File: src/rtl/encode_address_mode_pkg.sv
// Shared decode/encode definitions for the effective-address blocks (encoder
// and SIB decoder): ModR/M mod codes, rm/SIB escape values, scale codes,
// displacement size classes and the encoder FSM state type.
package encode_address_mode_pkg;

    localparam logic [1:0] MOD_NO_DISP = 2'b00;
    localparam logic [1:0] MOD_DISP8   = 2'b01;
    localparam logic [1:0] MOD_DISP32  = 2'b10;

    // rm = 100 selects a SIB byte; SIB index = 100 means "no index".
    localparam logic [2:0] RM_SIB_ESC  = 3'b100;
    // rm = 101 with mod = 00, or SIB base = 101 with mod = 00: disp32, no base.
    localparam logic [2:0] NO_BASE     = 3'b101;

    localparam logic [1:0] SCALE_X1    = 2'b00;
    localparam logic [1:0] SCALE_X2    = 2'b01;
    localparam logic [1:0] SCALE_X4    = 2'b10;
    localparam logic [1:0] SCALE_X8    = 2'b11;

    typedef enum logic [1:0] {
        DISP_NONE,
        DISP_8,
        DISP_32
    } disp_size_t;

    typedef enum logic [2:0] {
        ST_IDLE,
        ST_MODRM,
        ST_SIB,
        ST_DISP,
        ST_ERR
    } ea_state_t;

    // Byte n (0 = least significant) of a 32-bit displacement.
    function automatic logic [7:0] disp_byte(input logic [31:0] d, input logic [1:0] n);
        return d[8*n +: 8];
    endfunction

endpackage

File: src/rtl/encode_address_mode_classify.sv
// encode_ea_classify: purely combinational classification of an effective
// address request into ModR/M byte, SIB need/byte, displacement size and
// an illegal flag (ESP cannot be an index).
//   reg_field, base_present/base_reg, index_present/index_reg, scale, disp : request
//   modrm, sib_needed, sib_byte, disp_size, illegal                        : results
module encode_ea_classify
    import encode_address_mode_pkg::*;
(
    input  logic [2:0]  reg_field,
    input  logic        base_present,
    input  logic [2:0]  base_reg,
    input  logic        index_present,
    input  logic [2:0]  index_reg,
    input  logic [1:0]  scale,
    input  logic [31:0] disp,
    output logic [7:0]  modrm,
    output logic        sib_needed,
    output logic [7:0]  sib_byte,
    output disp_size_t  disp_size,
    output logic        illegal
);

    logic       disp_is_zero;
    logic       disp_fits8;
    logic [1:0] mod_code;
    logic [2:0] rm_code;

    always_comb begin
        disp_is_zero = (disp == '0);
        // Sign-extension of bit 7 covers the whole word -> fits in [-128,127].
        disp_fits8   = (disp[31:7] == '0) || (disp[31:7] == '1);

        // Base absent with index present is already covered by index_present.
        sib_needed = index_present || (base_present && (base_reg == RM_SIB_ESC));
        illegal    = index_present && (index_reg == RM_SIB_ESC);

        // EBP as base has no mod=00 form, so a zero disp still needs disp8.
        if (!base_present)
            disp_size = DISP_32;
        else if (disp_is_zero && (base_reg != NO_BASE))
            disp_size = DISP_NONE;
        else if (disp_fits8)
            disp_size = DISP_8;
        else
            disp_size = DISP_32;

        case (disp_size)
            DISP_NONE: mod_code = MOD_NO_DISP;
            DISP_8:    mod_code = MOD_DISP8;
            default:   mod_code = base_present ? MOD_DISP32 : MOD_NO_DISP;
        endcase

        if (sib_needed)
            rm_code = RM_SIB_ESC;
        else if (!base_present)
            rm_code = NO_BASE;
        else
            rm_code = base_reg;

        modrm    = {mod_code, reg_field, rm_code};
        sib_byte = {index_present ? scale     : SCALE_X1,
                    index_present ? index_reg : RM_SIB_ESC,
                    base_present  ? base_reg  : NO_BASE};
    end

endmodule

File: src/rtl/encode_address_mode.sv
// encode_address_mode: accepts an effective-address request and emits the
// x86 ModR/M, optional SIB and displacement bytes (LSB first) on a
// valid/ready byte stream. Unencodable requests produce a one-cycle o_err.
//   i_clk, i_rst                      : clock, synchronous active-high reset
//   i_req_valid / o_req_ready         : request handshake (ready only in IDLE)
//   i_reg_field, i_base_*, i_index_*,
//   i_scale, i_disp                   : request fields, captured on acceptance
//   o_byte_valid/o_byte/o_byte_last,
//   i_byte_ready                      : registered encoded byte stream
//   o_err                             : registered one-cycle error pulse
module encode_address_mode
    import encode_address_mode_pkg::*;
(
    input  logic        i_clk,
    input  logic        i_rst,
    input  logic        i_req_valid,
    output logic        o_req_ready,
    input  logic [2:0]  i_reg_field,
    input  logic        i_base_present,
    input  logic [2:0]  i_base_reg,
    input  logic        i_index_present,
    input  logic [2:0]  i_index_reg,
    input  logic [1:0]  i_scale,
    input  logic [31:0] i_disp,
    output logic        o_byte_valid,
    output logic [7:0]  o_byte,
    output logic        o_byte_last,
    input  logic        i_byte_ready,
    output logic        o_err
);

    ea_state_t  state, state_nx;
    logic [1:0] cnt, cnt_nx;
    logic [7:0] byte_nx;
    logic       valid_nx, last_nx, err_nx;

    logic [7:0] c_modrm, c_sib;
    logic       c_sib_needed, c_illegal;
    disp_size_t c_disp_size;

    logic [7:0]  sib_q;
    logic        sib_needed_q;
    disp_size_t  disp_size_q;
    logic [31:0] disp_q;

    logic accept, handshake;
    logic [1:0] disp_last_idx;

    encode_ea_classify u_classify (
        .reg_field     (i_reg_field),
        .base_present  (i_base_present),
        .base_reg      (i_base_reg),
        .index_present (i_index_present),
        .index_reg     (i_index_reg),
        .scale         (i_scale),
        .disp          (i_disp),
        .modrm         (c_modrm),
        .sib_needed    (c_sib_needed),
        .sib_byte      (c_sib),
        .disp_size     (c_disp_size),
        .illegal       (c_illegal)
    );

    assign o_req_ready   = (state == ST_IDLE);
    assign accept        = i_req_valid && o_req_ready;
    assign handshake     = o_byte_valid && i_byte_ready;
    assign disp_last_idx = (disp_size_q == DISP_8) ? 2'd0 : 2'd3;

    // Classification runs on the live inputs at acceptance; the ModR/M byte
    // goes straight into o_byte and the rest is held for later states.
    always_ff @(posedge i_clk) begin
        if (i_rst) begin
            sib_q        <= '0;
            sib_needed_q <= 1'b0;
            disp_size_q  <= DISP_NONE;
            disp_q       <= '0;
        end else if (accept) begin
            sib_q        <= c_sib;
            sib_needed_q <= c_sib_needed;
            disp_size_q  <= c_disp_size;
            disp_q       <= i_disp;
        end
    end

    always_ff @(posedge i_clk) begin
        if (i_rst) begin
            state        <= ST_IDLE;
            cnt          <= '0;
            o_byte       <= '0;
            o_byte_valid <= 1'b0;
            o_byte_last  <= 1'b0;
            o_err        <= 1'b0;
        end else begin
            state        <= state_nx;
            cnt          <= cnt_nx;
            o_byte       <= byte_nx;
            o_byte_valid <= valid_nx;
            o_byte_last  <= last_nx;
            o_err        <= err_nx;
        end
    end

    // Next state and next registered outputs: each transition loads the
    // byte that the destination state presents.
    always_comb begin
        state_nx = state;
        cnt_nx   = cnt;
        byte_nx  = o_byte;
        valid_nx = o_byte_valid;
        last_nx  = o_byte_last;
        err_nx   = 1'b0;

        case (state)
            ST_IDLE: begin
                if (i_req_valid) begin
                    if (c_illegal) begin
                        state_nx = ST_ERR;
                        err_nx   = 1'b1;
                    end else begin
                        state_nx = ST_MODRM;
                        byte_nx  = c_modrm;
                        valid_nx = 1'b1;
                        last_nx  = !c_sib_needed && (c_disp_size == DISP_NONE);
                    end
                end
            end
            ST_MODRM, ST_SIB: begin
                if (handshake) begin
                    if ((state == ST_MODRM) && sib_needed_q) begin
                        state_nx = ST_SIB;
                        byte_nx  = sib_q;
                        last_nx  = (disp_size_q == DISP_NONE);
                    end else if (disp_size_q != DISP_NONE) begin
                        state_nx = ST_DISP;
                        cnt_nx   = '0;
                        byte_nx  = disp_q[7:0];
                        last_nx  = (disp_size_q == DISP_8);
                    end else begin
                        state_nx = ST_IDLE;
                        valid_nx = 1'b0;
                        last_nx  = 1'b0;
                    end
                end
            end
            ST_DISP: begin
                if (handshake) begin
                    if (cnt == disp_last_idx) begin
                        state_nx = ST_IDLE;
                        valid_nx = 1'b0;
                        last_nx  = 1'b0;
                    end else begin
                        cnt_nx  = cnt + 2'd1;
                        byte_nx = disp_byte(disp_q, cnt + 2'd1);
                        last_nx = ((cnt + 2'd1) == 2'd3);
                    end
                end
            end
            ST_ERR: begin
                state_nx = ST_IDLE;
            end
            default: begin
                state_nx = ST_IDLE;
                valid_nx = 1'b0;
                last_nx  = 1'b0;
            end
        endcase
    end

endmodule
File: config.mk
export PLATFORM = sky130hd
export DESIGN_NAME = encode_address_mode
export DESIGN_NICKNAME = d
export VERILOG_FILES = /design/src/rtl/encode_address_mode_pkg.sv /design/src/rtl/encode_address_mode_classify.sv /design/src/rtl/encode_address_mode.sv
export SDC_FILE = /design/constraint.sdc
export NUM_CORES = 1
export LEC_CHECK = 0
export ABC_AREA = 1
export CORE_MARGIN = 2
export CORE_UTILIZATION = 40
export CTS_CLUSTER_DIAMETER = 80
export DETAILED_ROUTE_END_ITERATION = 10
export PLACE_DENSITY_LB_ADDON = 0.12
export SYNTH_ARGS = -nofsm -noshare
export SYNTH_HDL_FRONTEND = slang
export SYNTH_HIERARCHICAL = 1
export SYNTH_SLANG_ARGS = --single-unit
export TNS_END_PERCENT = 10
File: constraint.sdc
create_clock -name i_clk -period 2.44 [get_ports i_clk]
set_clock_uncertainty 0.2 [all_clocks]
set_input_delay 0.488 -clock i_clk [delete_from_list [all_inputs] [get_ports i_clk]]
set_output_delay 0.488 -clock i_clk [all_outputs]
set_load 0.01 [all_outputs]
# Word level (Yosys, flattened, before mapping)
# Cells that the tools add are included.
[word_totals] regBits=59 input_bits=49 output_inout_bits=12 wordCells=111
[classes] add_sub_neg=1 eq_ne=22 n_shift=1 n_mux=49 n_bitwise=3 n_reduce_logical=25
[ops] operator="8-bit 2-to-1 mux" n=7
[ops] operator="32-bit logical NOT" n=1
[ops] operator="32-bit by 6-bit variable part select with 8-bit output" n=1
[ops] operator="2-bit 2-to-1 mux" n=13
[ops] operator="25-bit == test (second input constant)" n=1
[ops] operator="25-bit logical NOT" n=1
[ops] operator="3-bit 2-to-1 mux" n=8
[ops] operator="8-bit one-hot mux with 3 select lines" n=1
[ops] operator="2-bit != test (second input constant)" n=9
[ops] operator="1-bit 2-to-1 mux" n=15
[ops] operator="3-bit == test (second input constant)" n=3
[ops] operator="3-bit one-hot mux with 3 select lines" n=1
[ops] operator="1-bit one-hot mux with 4 select lines" n=2
[ops] operator="2-bit one-hot mux with 2 select lines" n=2
[ops] operator="8-bit AND reduction" n=1
[ops] operator="1-bit logical AND" n=7
[ops] operator="7-bit AND reduction" n=1
[ops] operator="3-bit by 2-bit == test with 1-bit output (second input constant)" n=2
[ops] operator="3-bit != test (second input constant)" n=2
[ops] operator="6-bit AND reduction" n=1
[ops] operator="5-bit AND reduction" n=1
[ops] operator="2-bit by 1-bit == test with 1-bit output (second input constant)" n=2
[ops] operator="2-bit logical NOT" n=2
[ops] operator="4-bit AND reduction" n=1
[ops] operator="12 further kinds" n=16

# Logic depth before layout (Yosys ltp)
[depth] depth_word=10 depth_mapped=13 mapped_depth_nobuf=13

# Cells and area by module
# The synthesis kept the hierarchy.
[by_module_without_submodules] mod="encode_address_mode" n_inst=1 cells_each=426 area_each_um2=2905.3 seq_area_each_um2=1181.1
[by_module_without_submodules] mod="encode_ea_classify" n_inst=1 cells_each=116 area_each_um2=495.5 seq_area_each_um2=0.0

# Worst setup path before layout
# Ideal clock, no wire load.
[synth_path] path_kind="reg-to-reg" startpoint="reg cnt[0]" endpoint="reg o_byte[6]" setup_ps=112 arrival_ps=1619 required_time_ps=2128 path_slack_ps=510 path_stages_with_launch=12 n_path_buf=2 period_less_slack_ps=1930 path_cell_list="dfxtp_1 > inv_2 > clkbuf_1 > ha_1 > clkbuf_1 > a21oi_1 > o21ai_0 > o21ai_0 > nand2_1 > nand3_1 > nor2_1 > nor2_1"
[synth_via] elab_chain_len=5 elab_cells_between_ends=8 cone_classes="add/sub (1); eq/ne (2); shift (1); mux (3); reduce/logical (1)"
[synth_rtl] element="from (decl)" line_no="encode_address_mode.sv:33" text="logic [1:0] cnt, cnt_nx;"
[synth_rtl] element="from (signal assigned)" line_no="encode_address_mode.sv:95" text="cnt <= cnt_nx;"
[synth_rtl] element="2-bit by 1-bit adder with 2-bit output" line_no="encode_address_mode.sv:153" text="byte_nx = disp_byte(disp_q, cnt + 2'd1);"
[synth_rtl] element="32-bit by 6-bit variable part select with 8-bit output" line_no="encode_address_mode_pkg.sv:36" text="return d[8*n +: 8];"
[synth_rtl] element="8-bit 2-to-1 mux" line_no="encode_address_mode.sv:147" text="if (cnt == disp_last_idx) begin"
[synth_rtl] element="8-bit 2-to-1 mux" line_no="encode_address_mode.sv:146" text="if (handshake) begin"
[synth_rtl] element="8-bit one-hot mux with 3 select lines" line_no="encode_address_mode.sv:113" text="case (state)"
[synth_rtl] element="to (signal assigned)" line_no="encode_address_mode.sv:96" text="o_byte <= byte_nx;"
[synth_rtl] element="to (decl)" line_no="encode_address_mode.sv:26" text="output logic [7:0] o_byte,"
# Several ways; a longest one is shown, not always the timed one. The select of a mux whose other input is x is not followed.
# A chain may end at the register's enable or synchronous reset.

# Worst setup path in the final report
[layout_path] startpoint="reg state[0]" endpoint="out o_req_ready"
[layout_via] elab_chain_len=1
[layout_rtl] element="from (decl)" line_no="encode_address_mode.sv:32" text="ea_state_t state, state_nx;"
[layout_rtl] element="from (signal assigned)" line_no="encode_address_mode.sv:94" text="state <= state_nx;"
[layout_rtl] element="3-bit logical NOT" line_no="encode_address_mode.sv:64" text="assign o_req_ready = (state == ST_IDLE);"
[layout_rtl] element="to (decl)" line_no="encode_address_mode.sv:17" text="output logic o_req_ready,"
# Every way passes these cells.

==> results.yml <==
cts:
  clkLatencyLatePin_ns: 0.33
  cts_tree: "yes"
  clk_pin_slew_ns: 0.07
  clkSinkCount: 59
  clock_path_buffers: 2
  cts-root-buf: "clkbuf_8"
  cts_buffers: 9
  cts_htree_levels: 3
power:
  power_density_mw_per_mm2: 847
  peakVddDrop_v: 0.000303
  p_total_mw: 3.69
  p_leak_nw: 1.92
timing:
  finalMaxSlewViolations: 0
  period_share_pct: 94.6
  tns_ns: 0
  slew_headroom_pct: 73.7
  fmax_mhz: 433
  timing.final.hold_violations: 0
  rsz0062_at_grt: "false"
  setup_viol_count_final: 0
  worst_pin_slew_ns: 0.390
  period_minus_slack_ns: 2.31
detailed_routing:
  drt.antenna.violating_nets: 0
  wl_mm: 10.2
  num_vias: 3625
  drc: 0
  wl_per_cell_um: 14.3
  drtIter0Drc: 228
  post_drt_via_cell_ratio: 5.07
  dr.pass1.iters: 5
final_layout:
  nets: 655
  diodes: 0
  postLayoutCoreUtil_pct: 53.0
  drive_gt1_share_pct: 11.0
  area_growth_pct: 28.0
floorplan:
  dieWidth_um: 96.2
  die_area_sq_mm: 0.00926
  start_util_pct: 41.4
  core.rowCount: 33
  die_h_um: 96.2
  core-area_sq_mm: 0.00822
  ios: 61
yosys:
  yosysMostFrequentCell: "nand2_1"
  synth_area_per_cell_sq_um: 6.27
  syn_inst: 542
  yosys_warnings: 6
  ys_types: 30
  async_flop_share_pct: 0
  synth_seq_cells: 59
  ys.flop_type: "dfxtp_1"
  synth_top_cell_by_area: "dfxtp_1"
  yosys-top-cells-area: "dfxtp_1 (35%), nand2_1 (14%), a21oi_1 (9.3%), inv_1 (7.1%), o21ai_0 (6.8%)"
  netlist_area_sq_mm: 0.00340
  synth_edf_count: 0
  syn-num-nets: 592
  synth_common_cells: "nand2_1 (126), inv_1 (64), a21oi_1 (63), dfxtp_1 (59), nor2_1 (57)"
  ys_seq_area_share_pct: 34.7
  synth_top_area_share_pct: 34.7
critical_path:
  slowest_delay_ns: 0.53
  slowest_stage: "clkdlybuf4s50_1"
  worstSetupEndpointType: "primary output"
  arrival_ns: 1.62
  worstPathCellList: "nor2_4 > nand2_2 > inv_2 > clkdlybuf4s50_1"
  path_delay_family: "buffers and inverters"
  critical_path_class: "reg2out"
  path_max_fanout: 5
  worst_setup_path_start_kind: "register"
  worstPathRequired_ns: 1.75
  crit_buf_inv: 2
place:
  gp_congestion: 0.883
  port_buffers: 60
  dp_hpwl_mm: 7.53
global_route:
  met3_usage_pct: 3.13
  grt_use_met2_pct: 36.6
  grt_pass1_wl_mm: 16.4
  grt_max_degree: 54
  grt_pass1_vias: 3364
  grt_overflow: 0
  grt.busiest_layer: "met2"
  grtUsageTotal_pct: 23.3
  antenna_found_initial: 0
  met1_usage_pct: 32.6
outcome:
  status: "finished clean"
job:
  cap_violations: 0
worst_hold_path:
  hold_class: "reg2reg"
==> metrics by stage <==
| stage | setup slack, ns | instance area, sq um | std cells | hold WS, ns |
|---|---|---|---|---|
| global route | 0.0268 | 4350 | 715 | 0.281 |
| CTS | 0.0727 | 4350 | 715 | 0.258 |
| finish | 0.133 | 4350 | 715 | 0.256 |
| floorplan | 0.510 | 3400 | 542 | 0.229 |
| detailed placement | -0.0181 | 4150 | 699 | 0.247 |
| global placement | -0.00931 | 4150 | 699 | 0.242 |
==> layer usage <==
layer	up-vias	part of all wire, %
li1	1867	-
met1	1640	48
met3	9	5.2
met5	-	0
met4	0	1.2
met2	109	46
==> path summary, 6_finish.rpt <==
path | start | to | slack [ns] | cells after the start
worst max-delay path | state[0] | o_req_ready | 0.13 | 4
worst min register to register | disp_q[12] | disp_q[12] | 0.26 | 2
worst max register to register | state[0] | disp_q[3] | 0.51 | 8
worst min-delay path | disp_q[12] | disp_q[12] | 0.26 | 2
==> tightest hold or removal path, cell delays in order, from the launching register on <==
cell,delay (ns)
dfxtp_1,0.30
inv_1,0.06
a21oi_1,0.05
==> cell families (layout without fill, tap and decap cells) <==
| group | count (synthesis) | count (layout) | share of synthesized area [%] |
|---|---|---|---|
| AOI/OAI and AO/OA | 121 | 121 | 18.7 |
| adders and majority gates | 1 | 1 | 0.368 |
| buffers and inverters | 101 | 169 | 12.3 |
| and+or+nand+nor | 260 | 260 | 33.9 |
| DFF | 59 | 59 | 34.7 |
==> flip-flops by register name, indices dropped and copies added (netlist names) <==
signal / cells
o_byte_valid: 1
disp_q: 32
sib_q: 8
state: 3
o_byte_last: 1
sib_needed_q: 1
cnt: 2
disp_size_q: 2
o_err: 1
o_byte: 8
==> power breakdown <==
group / switching (mW) / internal, mW / total (mW)
Combinational: 0.908 / 0.598 / 1.51
Sequential: 0.107 / 1.18 / 1.28
Clock: 0.403 / 0.495 / 0.897
Total: 1.42 / 2.27 / 3.69
==> area by class of cell <==
class	instances	area [sq um]
Clock buffer	11	141
Clock inverter	5	52.6
Fill cell	842	3860
Inverter	72	270
Multi-Input combinational cell	382	1810
Sequential cell	59	1180
Tap cell	105	131
Timing Repair Buffer	81	771
==> cells in the final DEF, fill, tap and decap left out <==
master and count:
nand4_1 5, nor3_2 1, o22ai_1 1, o21ai_0 46, nand3_2 1, nor3_1 7, nand2_4 1, nand4_4 1
inv_1 64, clkbuf_8 10, nand3b_1 1, nor2_2 3, a21oi_1 63, clkdlybuf4s50_1 60, clkinv_2 3, nor2_4 4
clkbuf_1 1, nand2_2 10, a21oi_2 1, or2_4 1, bufinv_16 1, o211ai_1 8, dfxtp_1 59, clkinvlp_4 1
a21boi_1 1, nor2_1 57, inv_2 8, buf_12 1, a31oi_1 1, ha_1 1, nand2_1 126, buf_4 20
nand3_1 42
==> repair_timing <==
item | 4_1_cts | 5_1_grt
gates resized for setup | 0 | 1
endpoints found under the hold margin | 0 | 0
hold buffers | 0 | 0
setup endpoints to repair | 0 | 1
buffers inserted | 0 | 0
Power figures use the tool's default switching activity.
